==> config.mk <==
export PLATFORM = sky130hd
export DESIGN_NAME = bcd_display_scan_flat
export DESIGN_NICKNAME = d
export VERILOG_FILES = /design/src/rtl/bcd_display_scan_pkg.sv /design/src/rtl/bcd_display_scan_if.sv /design/src/rtl/bcd_display_scan_bcd_to_seg7.sv /design/src/rtl/bcd_display_scan.sv /design/src/flat_wrapper.sv
export SDC_FILE = /design/constraint.sdc
export NUM_CORES = 1
export LEC_CHECK = 0
export ABC_AREA = 1
export BUFFER_PORTS_ARGS = -buffer_cell sky130_fd_sc_hd__buf_2
export CORE_ASPECT_RATIO = 0.5
export CORE_MARGIN = 3
export CORE_UTILIZATION = 46
export CTS_BUF_LIST = sky130_fd_sc_hd__clkbuf_8
export DETAILED_ROUTE_END_ITERATION = 10
export MAX_ROUTING_LAYER = met4
export PLACE_DENSITY = 0.68
export SKIP_CTS_REPAIR_TIMING = 1
export SYNTH_ARGS = -nofsm -noshare
export SYNTH_HDL_FRONTEND = slang
export SYNTH_HIERARCHICAL = 1
export SYNTH_SLANG_ARGS = --single-unit
==> constraint.sdc <==
create_clock -name clk -period 3.05 [get_ports clk]
set_input_delay 0.1525 -clock clk [delete_from_list [all_inputs] [get_ports clk]]
set_output_delay 0.1525 -clock clk [all_outputs]
set_load 0.03 [all_outputs]
==> src/rtl/bcd_display_scan_pkg.sv <==
// Shared constants for the BCD display scanner: segment codes, widths and FSM states.
package bcd_display_scan_pkg;

    localparam int unsigned DIGIT_W = 4;
    localparam int unsigned SEG_W   = 7;

    // Active-low {g,f,e,d,c,b,a}
    localparam logic [SEG_W-1:0] SEG_0     = 7'h40;
    localparam logic [SEG_W-1:0] SEG_1     = 7'h79;
    localparam logic [SEG_W-1:0] SEG_2     = 7'h24;
    localparam logic [SEG_W-1:0] SEG_3     = 7'h30;
    localparam logic [SEG_W-1:0] SEG_4     = 7'h19;
    localparam logic [SEG_W-1:0] SEG_5     = 7'h12;
    localparam logic [SEG_W-1:0] SEG_6     = 7'h02;
    localparam logic [SEG_W-1:0] SEG_7     = 7'h78;
    localparam logic [SEG_W-1:0] SEG_8     = 7'h00;
    localparam logic [SEG_W-1:0] SEG_9     = 7'h10;
    localparam logic [SEG_W-1:0] SEG_BLANK = 7'h7F;
    localparam logic [SEG_W-1:0] SEG_MINUS = 7'h3F;
    localparam logic [SEG_W-1:0] SEG_ERR   = 7'h06;

    typedef enum logic {
        ST_IDLE = 1'b0,
        ST_SCAN = 1'b1
    } state_t;

endpackage

==> src/rtl/bcd_display_scan_if.sv <==
// Converter-to-display bundle: load strobe with BCD payload in, scanned display drive out.
interface bcd_display_scan_if #(
    parameter int unsigned NDIG = 4
);
    logic              load;
    logic [4*NDIG-1:0] bcd_in;
    logic              neg_in;
    logic              eq_in;
    logic [NDIG-1:0]   an;
    logic [6:0]        seg;
    logic              dp;
    logic              shown;

    modport master (
        output load, bcd_in, neg_in, eq_in,
        input  an, seg, dp, shown
    );

    modport slave (
        input  load, bcd_in, neg_in, eq_in,
        output an, seg, dp, shown
    );
endinterface

==> src/rtl/bcd_display_scan_bcd_to_seg7.sv <==
// One BCD digit to active-low seven-segment code; minus overrides blank, digits >9 show 'E'.
module bcd_to_seg7
    import bcd_display_scan_pkg::*;
(
    input  logic [DIGIT_W-1:0] i_digit,
    input  logic               i_blank,
    input  logic               i_minus,
    output logic [SEG_W-1:0]   o_seg_c
);

    always_comb begin
        o_seg_c = SEG_ERR;
        if (i_minus) begin
            o_seg_c = SEG_MINUS;
        end else if (i_blank) begin
            o_seg_c = SEG_BLANK;
        end else begin
            case (i_digit)
                4'd0:    o_seg_c = SEG_0;
                4'd1:    o_seg_c = SEG_1;
                4'd2:    o_seg_c = SEG_2;
                4'd3:    o_seg_c = SEG_3;
                4'd4:    o_seg_c = SEG_4;
                4'd5:    o_seg_c = SEG_5;
                4'd6:    o_seg_c = SEG_6;
                4'd7:    o_seg_c = SEG_7;
                4'd8:    o_seg_c = SEG_8;
                4'd9:    o_seg_c = SEG_9;
                default: o_seg_c = SEG_ERR;
            endcase
        end
    end

endmodule

==> src/rtl/bcd_display_scan.sv <==
// Snapshots a BCD value on load and scans it onto a common-anode display with
// leading-zero blanking, sign placement and invalid-digit flagging.
module bcd_display_scan
    import bcd_display_scan_pkg::*;
#(
    parameter int unsigned NDIG     = 4,
    parameter int unsigned PRESCALE = 50000
) (
    input  logic               clk,
    input  logic               rst,
    bcd_display_scan_if.slave  bus
);

    localparam int unsigned IDX_W = $clog2(NDIG);
    localparam int unsigned PRE_W = $clog2(PRESCALE);
    localparam int unsigned BCD_W = DIGIT_W * NDIG;

    state_t              r_state;
    state_t              w_state_nxt;
    logic [BCD_W-1:0]    r_bcd;
    logic                r_neg;
    logic                r_eq;
    logic [PRE_W-1:0]    r_pre;
    logic [IDX_W-1:0]    r_idx;
    logic                w_tc;
    logic                w_zero_run;
    logic [NDIG-1:0]     w_blank;
    logic [NDIG-1:0]     w_minus;
    logic [DIGIT_W-1:0]  w_digit;
    logic                w_digit_blank;
    logic                w_digit_minus;
    logic [SEG_W-1:0]    w_seg_c;
    logic [NDIG-1:0]     w_an_nxt;
    logic [SEG_W-1:0]    w_seg_nxt;
    logic                w_dp_nxt;
    logic [NDIG-1:0]     r_an;
    logic [SEG_W-1:0]    r_seg;
    logic                r_dp;
    logic                r_shown;

    always_ff @(posedge clk) begin
        if (rst) begin
            r_bcd <= '0;
            r_neg <= 1'b0;
            r_eq  <= 1'b0;
        end else if (bus.load) begin
            r_bcd <= bus.bcd_in;
            r_neg <= bus.neg_in;
            r_eq  <= bus.eq_in;
        end
    end

    always_ff @(posedge clk) begin
        if (rst) begin
            r_state <= ST_IDLE;
        end else begin
            r_state <= w_state_nxt;
        end
    end

    // Slot timer and digit pointer run only while scanning; reloads leave them alone.
    assign w_tc = (r_pre == PRE_W'(PRESCALE - 1));

    always_ff @(posedge clk) begin
        if (rst || (r_state != ST_SCAN)) begin
            r_pre <= '0;
            r_idx <= '0;
        end else if (w_tc) begin
            r_pre <= '0;
            r_idx <= (r_idx == IDX_W'(NDIG - 1)) ? '0 : r_idx + IDX_W'(1);
        end else begin
            r_pre <= r_pre + PRE_W'(1);
        end
    end

    // Blanking runs down from the top while digits are zero; the sign sits just above the number.
    always_comb begin
        w_zero_run = 1'b1;
        w_blank    = '0;
        w_minus    = '0;
        for (int i = int'(NDIG) - 1; i >= 0; i--) begin
            w_zero_run = w_zero_run && (r_bcd[DIGIT_W*i +: DIGIT_W] == 4'd0);
            w_blank[i] = w_zero_run && (i != 0);
        end
        for (int i = 1; i < int'(NDIG); i++) begin
            w_minus[i] = r_neg && w_blank[i] && !w_blank[i-1];
        end
    end

    always_comb begin
        w_digit       = '0;
        w_digit_blank = 1'b0;
        w_digit_minus = 1'b0;
        for (int i = 0; i < int'(NDIG); i++) begin
            if (r_idx == IDX_W'(i)) begin
                w_digit       = r_bcd[DIGIT_W*i +: DIGIT_W];
                w_digit_blank = w_blank[i];
                w_digit_minus = w_minus[i];
            end
        end
    end

    bcd_to_seg7 u_seg7 (
        .i_digit (w_digit),
        .i_blank (w_digit_blank),
        .i_minus (w_digit_minus),
        .o_seg_c (w_seg_c)
    );

    always_comb begin
        w_state_nxt = r_state;
        w_an_nxt    = '1;
        w_seg_nxt   = SEG_BLANK;
        w_dp_nxt    = 1'b1;
        case (r_state)
            ST_IDLE: begin
                if (bus.load) begin
                    w_state_nxt = ST_SCAN;
                end
            end
            ST_SCAN: begin
                w_an_nxt  = ~(NDIG'(1) << r_idx);
                w_seg_nxt = w_seg_c;
                w_dp_nxt  = !((r_idx == '0) && r_eq);
            end
            default: w_state_nxt = ST_IDLE;
        endcase
    end

    always_ff @(posedge clk) begin
        if (rst) begin
            r_an    <= '1;
            r_seg   <= SEG_BLANK;
            r_dp    <= 1'b1;
            r_shown <= 1'b0;
        end else begin
            r_an    <= w_an_nxt;
            r_seg   <= w_seg_nxt;
            r_dp    <= w_dp_nxt;
            r_shown <= (w_state_nxt == ST_SCAN);
        end
    end

    assign bus.an    = r_an;
    assign bus.seg   = r_seg;
    assign bus.dp    = r_dp;
    assign bus.shown = r_shown;

endmodule

==> src/flat_wrapper.sv <==
// flat-port wrapper written by rule: the top's interface ports become plain ports
module bcd_display_scan_flat import bcd_display_scan_pkg::*;
#(
    parameter int unsigned NDIG     = 4,
    parameter int unsigned PRESCALE = 50000
)
  (clk, rst, bus_load, bus_bcd_in, bus_neg_in, bus_eq_in, bus_an, bus_seg, bus_dp, bus_shown);
  bcd_display_scan_if #(.NDIG(NDIG)) bus_i ();
  input  logic clk;
  input  logic rst;
  input wire logic [$bits(bus_i.load)-1:0] bus_load;
  input wire logic [$bits(bus_i.bcd_in)-1:0] bus_bcd_in;
  input wire logic [$bits(bus_i.neg_in)-1:0] bus_neg_in;
  input wire logic [$bits(bus_i.eq_in)-1:0] bus_eq_in;
  output wire logic [$bits(bus_i.an)-1:0] bus_an;
  output wire logic [$bits(bus_i.seg)-1:0] bus_seg;
  output wire logic [$bits(bus_i.dp)-1:0] bus_dp;
  output wire logic [$bits(bus_i.shown)-1:0] bus_shown;
  assign bus_i.load = bus_load;
  assign bus_i.bcd_in = bus_bcd_in;
  assign bus_i.neg_in = bus_neg_in;
  assign bus_i.eq_in = bus_eq_in;
  assign bus_an = bus_i.an;
  assign bus_seg = bus_i.seg;
  assign bus_dp = bus_i.dp;
  assign bus_shown = bus_i.shown;
  bcd_display_scan #(.NDIG(NDIG), .PRESCALE(PRESCALE)) u_core (.clk(clk), .rst(rst), .bus(bus_i));
endmodule
==> run summary <==
via density per instance: 4.91
VDD IR max: 0.000234 V
CTS tree: built
critical path type: register to register
TNS Setup: 0 ns
Max Freq: 0.369 GHz
CTS clk-pin slew, worst paths: 0.09 ns
clock tree buffer depth: 2
Hold WC Path Type: input pin to register
H-tree levels: 2
share of cells above drive strength 1: 21.0%
maximum fanout along the worst path: 8
initial core utilization: 50.8%
P per Cell Area: 472 mW/mm^2
required time at the worst-slack endpoint: 3.24 ns
DR WL/cell: 11.6 um
crit path capture type: register
# diodes: 0
Slew @ Worst Pin: 0.615 ns
outcome: complete, no violations
Clock Skew: 0.00746 ns
number of top-level pins: 34
Root Buffer: clkbuf_8
routability cong.: 0.923
Post-synth EDFFs: 0
Total Routing Usage GR: 17.7%
pin count of the biggest net entering global routing: 24
post-synth top area cell: dfxtp_1
die area: 0.00612 sq mm
Final Net Count: 383
library cells used by synthesis: 29
worst skew pair latency: 0.30 ns
unrepaired setup endpoints after global routing: false
Pins Over Slew Limit: 0
Max Cap Viol: 0
Residual DRC: 0
sequential area share after synthesis: 41.3%
fin crit period: 2.71 ns
die width: 108 um
post-synthesis register bit count: 49
Post-Route WL: 4840 um
Overall Power: 1.28 mW
final worst-path cycle share: 88.9%
Mapped Nets: 349
core area: 0.00468 sq mm
Post-DP HPWL: 3620 um
final number of setup-violating endpoints: 0
most frequent cells after synthesis: nor2_1 (53), dfxtp_1 (49), nand2_1 (47)
Worst setup SP type: register
initial antenna violation count: 0
Synth Flop Type: dfxtp_1
Warnings, synthesis: 6
first-pass GRT wire length: 8560 um
CP arrival: 2.90 ns
Rel. slew slack: 58.9%
antenna viol nets, final: 0
TritonRoute pass-1 iters: 4
post-synthesis area per instance: 7.47 sq um
synthesized area: 0.00238 sq mm
vias in the first global route: 1985
Die Y: 56.8 um
CTS Buf Count: 5
post-synth top area share: 41.3%
Area contributors post-synth: dfxtp_1 (41%), nor2_1 (8.4%), nand2_1 (7.4%)
IO Port Bufs: 33
Cell Rows: 17
Leak Pwr: 1.10 nW
# clock sinks: 49
DRT iter0 DRCs: 87
Fin. Hold Viols: 0
synthesized instance count: 318
grt ovf: 0
most used standard cell by instance count after synthesis: nor2_1
synthesis-to-finish area growth: 13.7%
Vias: 2056
asr flop ratio synth: 0%
-- area by class of cell --
| type | count | area (sq um) |
|---|---|---|
| Tap cell | 66 | 82.6 |
| Clock inverter | 2 | 33.8 |
| Clock buffer | 6 | 82.6 |
| Timing Repair Buffer | 33 | 165 |
| Fill cell | 463 | 1980 |
| Multi-Input combinational cell | 227 | 1220 |
| Inverter | 36 | 135 |
| Sequential cell | 49 | 981 |
-- through the flow --
| step | cells | area (sq um) | utilization [%] | setup slack, ns | hold WS [ns] |
|---|---|---|---|---|---|
| floorplan | 318 | 2380 | - | 0.718 | 0.222 |
| detailed placement | 411 | 2580 | 55.2 | 0.422 | 0.379 |
| finish | 419 | 2700 | 57.7 | 0.338 | 0.0673 |
| CTS | 419 | 2700 | 57.7 | 0.388 | 0.0513 |
| global placement | 411 | 2580 | 55.2 | 0.592 | 0.370 |
| global route | 419 | 2700 | 57.7 | 0.0783 | 0.0677 |
-- critical path, stage by stage, from the launching register on --
cell and delay (ns):
dfxtp_1 0.39, inv_1 0.09, ha_1 0.24, inv_1 0.20
nand3_1 0.11, o211ai_1 0.11, o21ai_0 0.10, o21ai_0 0.37
inv_1 0.18, ha_1 0.31, nand2_1 0.06, nand3_1 0.10
nand2_1 0.04, or2_2 0.29
-- flip-flops by register name, indices dropped and copies added (netlist names) --
register / flops
u_core/r_bcd: 16
u_core/r_pre: 16
u_core/r_idx: 2
u_core/r_neg: 1
u_core/bus.shown: 1
u_core/bus.dp: 1
u_core/bus.an: 4
u_core/bus.seg: 7
u_core/r_eq: 1
-- cell usage in the layout (no fill, tap or decap) --
cell | synthesis | routed
or2_1 | 1 | 1
bufinv_16 | 0 | 1
nand3_2 | 1 | 1
a21oi_2 | 6 | 6
dfxtp_1 | 49 | 49
inv_2 | 4 | 4
a21oi_1 | 18 | 18
o21ai_0 | 26 | 26
xor2_1 | 2 | 2
xnor2_1 | 1 | 1
nand4_1 | 8 | 8
or2_0 | 1 | 1
clkbuf_8 | 0 | 6
nor2_2 | 6 | 6
nand3_1 | 22 | 22
o211ai_1 | 2 | 2
o21ai_1 | 1 | 1
o22ai_1 | 1 | 1
ha_1 | 10 | 10
inv_1 | 32 | 33
nor2_4 | 3 | 3
nand2_4 | 2 | 2
nor3_1 | 4 | 4
or2_2 | 7 | 7
nor3_4 | 1 | 1
buf_2 | 0 | 33
nand2_2 | 3 | 3
nor2_8 | 1 | 1
nand2_1 | 47 | 47
nor2_1 | 53 | 53
-- power by group --
part           total, mW  internal, mW  switching (mW)
Combinational      0.130        0.0474          0.0831
Clock              0.467         0.264           0.203
Sequential         0.679         0.664          0.0144
Total               1.28         0.976           0.300
-- metal layers --
metal | track usage [%] | vias to the layer above | routed length, um
met5 | - | - | 0
met4 | 4.50 | 0 | 36
met3 | 4.48 | 5 | 211
met2 | 28.9 | 37 | 2200
met1 | 21.9 | 919 | 2400
li1 | - | 1095 | -
-- cells by family (layout without fill, tap and decap cells) --
kind of cell             after synthesis  count (layout)  synth area share, %
XOR/XNOR                               3               3                 1.11
adder cells (fa/ha/maj)               10              10                 5.27
flip-flops                            49              49                 41.3
AND/OR/NAND/NOR                      160             160                 32.4
buffers and inverters                 42              77                 7.32
AO/OA/AOI/OAI                         54              54                 12.6
-- final timing paths --
path / cells past startpoint / endpoint / slack (ns) / start
setup / recovery: 13 / u_core/bus.seg[3]$_SDFF_PP1_ / 0.34 / u_core/r_idx[1]$_SDFFE_PP0N_
hold / removal: 2 / u_core/bus.shown$_SDFF_PP0_ / 0.07 / rst
setup reg to reg: 13 / u_core/bus.seg[3]$_SDFF_PP1_ / 0.34 / u_core/r_idx[1]$_SDFFE_PP0N_
hold reg to reg: 1 / u_core/bus.dp$_SDFF_PP1_ / 0.43 / u_core/r_eq$_SDFFE_PP0P_
(Power assumes the default switching activity.)
